[src/rtl/mem_bist_pkg.sv]
// Shared state encoding, read-latency constants and data pattern for the memory BIST sequencer.
package mem_bist_pkg;

  typedef enum logic [2:0] {
    StIdle,
    StWrite,
    StRead,
    StDrain,
    StDone,
    StWriteInv,
    StReadInv,
    StDrainInv
  } bist_state_e;

  localparam int unsigned RdLatComb = 0;
  localparam int unsigned RdLatReg  = 1;

  // Callers truncate the result to their data width.
  function automatic logic [31:0] pat(input logic [31:0] addr, input logic [31:0] offset,
                                      input logic inv);
    logic [31:0] sum;
    sum = addr + offset;
    return inv ? ~sum : sum;
  endfunction

endpackage

[src/rtl/bist_cmp_pipe.sv]
// Read-data pipeline, comparator, saturating error counter and first-failure capture.
module bist_cmp_pipe #(
  parameter int unsigned DATA_WIDTH = 8,
  parameter int unsigned ADDR_BITS  = 5,
  parameter int unsigned RD_LAT     = 0
) (
  input  logic                  clk_i,
  input  logic                  rst_i,
  input  logic                  clear_i,
  input  logic                  vld_i,
  input  logic [ADDR_BITS-1:0]  addr_i,
  input  logic [DATA_WIDTH-1:0] exp_i,
  input  logic [DATA_WIDTH-1:0] dout_i,
  output logic [ADDR_BITS:0]    err_count_o,
  output logic [ADDR_BITS-1:0]  first_fail_addr_o
);
  import mem_bist_pkg::*;

  logic                  vld_p;
  logic [ADDR_BITS-1:0]  addr_p;
  logic [DATA_WIDTH-1:0] exp_p;
  logic [ADDR_BITS:0]    err_count_q;
  logic [ADDR_BITS-1:0]  first_fail_addr_q;
  logic                  mismatch;

  if (RD_LAT == RdLatReg) begin : g_pipe
    always_ff @(posedge clk_i) begin
      if (rst_i) begin
        vld_p  <= 1'b0;
        addr_p <= '0;
        exp_p  <= '0;
      end else begin
        vld_p  <= vld_i;
        addr_p <= addr_i;
        exp_p  <= exp_i;
      end
    end
  end else begin : g_comb
    assign vld_p  = vld_i;
    assign addr_p = addr_i;
    assign exp_p  = exp_i;
  end

  assign mismatch = vld_p && (dout_i != exp_p);

  always_ff @(posedge clk_i) begin
    if (rst_i || clear_i) begin
      err_count_q       <= '0;
      first_fail_addr_q <= '0;
    end else if (mismatch) begin
      if (err_count_q == '0) first_fail_addr_q <= addr_p;
      if (err_count_q != '1) err_count_q <= err_count_q + 1'b1;
    end
  end

  assign err_count_o       = err_count_q;
  assign first_fail_addr_o = first_fail_addr_q;

endmodule

[src/rtl/mem_bist_ctrl.sv]
// Write-then-read-back BIST sequencer for reg_mem; all memory-side outputs are registered.
// Defining MEM_BIST_INV_PASS_EN adds a second sweep with the inverted pattern.
module mem_bist_ctrl #(
  parameter int unsigned DATA_WIDTH = 8,
  parameter int unsigned ADDR_BITS  = 5,
  parameter int unsigned OFFSET     = 0,
  parameter int unsigned RD_LAT     = 0
) (
  input  logic                  clk,
  input  logic                  rst,
  input  logic                  start,
  output logic [ADDR_BITS-1:0]  mem_addr,
  output logic [DATA_WIDTH-1:0] mem_din,
  output logic                  mem_wen,
  input  logic [DATA_WIDTH-1:0] mem_dout,
  output logic                  busy,
  output logic                  done,
  output logic                  pass,
  output logic [ADDR_BITS:0]    err_count,
  output logic [ADDR_BITS-1:0]  first_fail_addr
);
  import mem_bist_pkg::*;

`ifdef MEM_BIST_INV_PASS_EN
  localparam bist_state_e FirstPassEnd = StWriteInv;
`else
  localparam bist_state_e FirstPassEnd = StDone;
`endif
  localparam logic [ADDR_BITS-1:0] LastAddr = {ADDR_BITS{1'b1}};
  localparam bit RegRead = (RD_LAT == RdLatReg);

  bist_state_e           state_q;
  logic [ADDR_BITS-1:0]  cnt_q;
  logic [ADDR_BITS-1:0]  mem_addr_q;
  logic [DATA_WIDTH-1:0] mem_din_q;
  logic                  mem_wen_q;
  logic                  busy_q;
  logic                  done_q;
  logic                  rd_vld_q;
  logic [DATA_WIDTH-1:0] rd_exp_q;
  logic                  accept;
  logic                  inv;
  logic [DATA_WIDTH-1:0] pat_cur;

  assign accept  = start && ((state_q == StIdle) || (state_q == StDone));
  assign inv     = (state_q == StWriteInv) || (state_q == StReadInv);
  assign pat_cur = DATA_WIDTH'(pat(32'(cnt_q), 32'(OFFSET), inv));

  always_ff @(posedge clk) begin
    if (rst) begin
      state_q    <= StIdle;
      cnt_q      <= '0;
      mem_addr_q <= '0;
      mem_din_q  <= '0;
      mem_wen_q  <= 1'b0;
      busy_q     <= 1'b0;
      done_q     <= 1'b0;
      rd_vld_q   <= 1'b0;
      rd_exp_q   <= '0;
    end else begin
      mem_wen_q  <= 1'b0;
      mem_din_q  <= '0;
      mem_addr_q <= '0;
      rd_vld_q   <= 1'b0;
      unique case (state_q)
        StIdle, StDone: begin
          if (state_q == StDone) begin
            busy_q <= 1'b0;
            done_q <= 1'b1;
          end
          if (accept) begin
            state_q <= StWrite;
            cnt_q   <= '0;
            busy_q  <= 1'b1;
            done_q  <= 1'b0;
          end
        end
        StWrite, StWriteInv: begin
          mem_wen_q  <= 1'b1;
          mem_addr_q <= cnt_q;
          mem_din_q  <= pat_cur;
          cnt_q      <= cnt_q + 1'b1;
          if (cnt_q == LastAddr) begin
            cnt_q   <= '0;
            state_q <= (state_q == StWrite) ? StRead : StReadInv;
          end
        end
        StRead, StReadInv: begin
          mem_addr_q <= cnt_q;
          rd_vld_q   <= 1'b1;
          rd_exp_q   <= pat_cur;
          cnt_q      <= cnt_q + 1'b1;
          if (cnt_q == LastAddr) begin
            cnt_q <= '0;
            if (state_q == StRead) state_q <= RegRead ? StDrain : FirstPassEnd;
            else                   state_q <= RegRead ? StDrainInv : StDone;
          end
        end
        StDrain:    state_q <= FirstPassEnd;
        StDrainInv: state_q <= StDone;
        default:    state_q <= StIdle;
      endcase
    end
  end

  // The compare stage sees the address/expectation registered alongside mem_addr.
  bist_cmp_pipe #(
    .DATA_WIDTH(DATA_WIDTH),
    .ADDR_BITS (ADDR_BITS),
    .RD_LAT    (RD_LAT)
  ) u_cmp (
    .clk_i            (clk),
    .rst_i            (rst),
    .clear_i          (accept),
    .vld_i            (rd_vld_q),
    .addr_i           (mem_addr_q),
    .exp_i            (rd_exp_q),
    .dout_i           (mem_dout),
    .err_count_o      (err_count),
    .first_fail_addr_o(first_fail_addr)
  );

  assign mem_addr = mem_addr_q;
  assign mem_din  = mem_din_q;
  assign mem_wen  = mem_wen_q;
  assign busy     = busy_q;
  assign done     = done_q;
  assign pass     = done_q && (err_count == '0);

endmodule

[config.mk]
export PLATFORM = sky130hd
export DESIGN_NAME = mem_bist_ctrl
export DESIGN_NICKNAME = d
export VERILOG_FILES = /design/src/rtl/mem_bist_pkg.sv /design/src/rtl/bist_cmp_pipe.sv /design/src/rtl/mem_bist_ctrl.sv
export SDC_FILE = /design/constraint.sdc
export NUM_CORES = 1
export LEC_CHECK = 0
export CORE_UTILIZATION = 40
export DETAILED_ROUTE_END_ITERATION = 16
export DONT_BUFFER_PORTS = 1
export PLACE_DENSITY = 0.66
export SYNTH_ARGS = -nofsm -noshare
export SYNTH_HDL_FRONTEND = slang
export SYNTH_HIERARCHICAL = 1
export SYNTH_SLANG_ARGS = --single-unit
export TNS_END_PERCENT = 10
[constraint.sdc]
create_clock -name clk -period 2 [get_ports clk]
set_clock_uncertainty 0.1 [all_clocks]
set_input_delay 0.3 -clock clk [delete_from_list [all_inputs] [get_ports clk]]
set_output_delay 0.3 -clock clk [all_outputs]
set_load 0.01 [all_outputs]
==> flow_summary.toml <==
[status]
status = "complete, no violations"

[timing]
fin_crit_sh_pct = 91.0
final-setup-viol-count = 0
fmax_mhz = 549
post-route-min-period_ns = 1.82
setup_tns_ns = 0
rsz0062_at_grt = "false"
finalHoldViolCount = 0
slew_violations = 0
slew_headroom_pct = 63.7
tightestPinTransition_ns = 0.543

[routing]
wl_mm = 3.54
first_pass_iters = 4
drt_iter0_drc = 75
avgViaCountPerCell = 5.50
via_count = 1370
antenna_left = 0
drc = 0
wire_per_inst_um = 14.2

[critical_path]
path_delay_family = "compound AO/OA/AOI/OAI gates"
max_stage_delay_ns = 0.36
worstSetupStartpoint = "cnt_q[1]$_SDFFE_PP0P_"
cp-endpoint = "cnt_q[2]$_SDFFE_PP0P_"
critPathBufInv = 0
arrival_ns = 1.94
critical_path_class = "reg2reg"
required_ns = 2.12
worst-path-max-fanout = 6
critPathLaunchType = "flop"
endpoint_kind = "flop"
rrSetupSlack_ns = 0.18
r2r-end = "cnt_q[2]$_SDFFE_PP0P_"
timing.rr.start = "cnt_q[1]$_SDFFE_PP0P_"
path_depth = 6
cp_common_cell = "ha_1"
cp_cell_sequence = "ha_1 > and3_1 > ha_1 > mux2_1 > a221o_1 > a21oi_1"
slowest_stage = "dfxtp_1"
r2r_cells = 6

[cells_and_area]
final_area_mm2 = 0.00192
final_util_pct = 46.4
final_layout_size_suffix_gt1_share_pct = 10.6
syn2layout_area_growth_pct = 7.33
final_nets = 213
num-fill-cells = 402
layout_common_cells = "dfxtp_1 (40), nor2_1 (17), nand2_1 (13), a211oi_1 (11), nand3_1 (11)"
diodes = 0
final_common_cell = "dfxtp_1"

[synthesis]
syn_area_per_cell_um2 = 9.10
synth.distinct_cells = 41
syn_nets = 212
synth_edf_count = 0
yosysWarnings = 6
seq_area_frac_synth_pct = 44.7
async_reset_ff_share_pct = 0
ys.flop_type = "dfxtp_1"
ys_ff_latch = 40
syn-cell-area_mm2 = 0.00179
synthCells = 197

[floorplanning]
fp-row-count = 23
core_mm2 = 0.00414
die_x_um = 69.0
io_pins = 39
initial_core_util_pct = 43.3
die_h_um = 69.0
dieArea_mm2 = 0.00475

[placement]
place_area_mm2 = 0.00182
gp_congestion = 0.746
io_buffers = 0
hpwl_mm = 2.55

[power]
p_clk_share_pct = 37.1
switchingPower_mw = 0.335
internal_power_mw = 1.12
pwr-share-comb_pct = 6.6
powerDensity_mw_per_mm2 = 756
power_switching_share_pct = 23.0
leakage_nw = 0.698
p_seq_share_pct = 56.3
ir_drop_uv = 279

[global_routing]
grt_overflow = 0
grtUsageTotal_pct = 16.1
antenna_found_initial = 0
grt_pass1_vias = 1190
grt_pass1_wl_mm = 5.54
grt_max_degree = 16

[clocking]
htree_levels = 2
numCtsBuffers = 5
cts.repair.resized = 0
cts_sinks = 40
clkSlewWorstSetupHoldPaths_ns = 0.08
cts_tree = "yes"
cts_buffer_depth = 2
root_buffer = "clkbuf_8"
clkLatencyLatePin_ns = 0.29

[worst_hold_path]
hold_class = "in2reg"

[job]
maxCapViolCount = 0
==> timing repair <==
item / in CTS / in global routing
endpoints found under the hold margin: 14 / 0
buffers inserted: 0 / 0
hold buffers: 1 / 0
endpoints found under the setup margin: 0 / 0
==> cells by family after synthesis <==
logic type | synth area share (%)
adders and majority gates | 2.79
buffers and inverters | 5.23
muxes | 2.30
and+or+nand+nor | 23.2
AOI/OAI and AO/OA | 15.5
DFF | 44.7
xor gates and xnor gates | 6.35
==> worst reg2reg max path: stages, from the launching register on <==
cell and delay, ns:
dfxtp_1 0.36, ha_1 0.21, and3_1 0.18, ha_1 0.19, mux2_1 0.29, a221o_1 0.31
a21oi_1 0.12
==> worst min path at each step <==
stage | end | cells after the start | startpoint
after floorplan | u_cmp/first_fail_addr_o[0]$_SDFFE_PP0P_ | 2 | u_cmp/first_fail_addr_o[0]$_SDFFE_PP0P_
after global placement | rd_exp_q[6]$_SDFFE_PP0P_ | 1 | rst
after detailed placement | state_q[1]$_SDFFE_PP0P_ | 1 | rst
after CTS | state_q[0]$_SDFFE_PP0P_ | 1 | rst
after global routing | state_q[0]$_SDFFE_PP0P_ | 1 | rst
final | state_q[0]$_SDFFE_PP0P_ | 1 | rst
==> final cells by class <==
class,instances,area (µm²),share of cell area (%)
clock inverters,2,10.0,0.520
multi-input cells,138,898,46.7
flip-flops and latches,40,801,41.6
inverters,8,30.0,1.56
well taps,50,62.6,3.25
repair buffers,5,40.0,2.08
clock buffers,6,82.6,4.29
==> through the flow <==
step	power, mW	setup slack (ns)	instances	hold WS, ns
2_1_floorplan	0.915	0.166	197	0.373
3_3_place_gp	0.926	0.245	240	0.275
3_5_place_dp	0.927	0.203	240	0.276
4_1_cts	1.47	0.175	249	0.0149
5_1_grt	1.52	0.0580	249	0.0145
6_report	1.45	0.179	249	0.0188
==> sequential cells by signal, indices dropped and copies added (netlist names), 3 cells and up <==
name / count
state_q: 3
u_cmp/err_count_o: 6
mem_addr: 5
u_cmp/first_fail_addr_o: 5
mem_din: 6
cnt_q: 5
rd_exp_q: 6
==> power by group through the flow <==
stage | registers [mW] | clock network [mW] | logic, mW
floorplan | 0.835 | 0 | 0.0808
global placement | 0.837 | 0 | 0.0888
detailed placement | 0.837 | 0 | 0.0899
CTS | 0.819 | 0.554 | 0.0959
global route | 0.820 | 0.592 | 0.108
finish | 0.819 | 0.540 | 0.0955
==> cell usage after synthesis (4+ instances only) <==
cell type / n / area (µm²)
a211oi_1: 11 / 82.6
a21oi_1: 9 / 45.0
and2_1: 7 / 43.8
and3_1: 4 / 25.0
dfxtp_1: 40 / 801
ha_1: 4 / 50.1
inv_1: 8 / 30.0
nand2_1: 13 / 48.8
nand3_1: 11 / 55.1
nor2_1: 17 / 63.8
nor3_1: 7 / 35.0
o21ai_1: 6 / 30.0
xnor2_1: 5 / 43.8
xor2_1: 8 / 70.1
==> metal layers <==
metal  part of all wire (%)  vias up  track usage (%)
li1                       -      689                -
met1                     43      636             19.6
met2                     48       37             25.1
met3                    6.8        8             6.09
met4                    1.9        0             7.14
met5                      0        -                0
No activity file was read; power rests on OpenSTA's default activity.
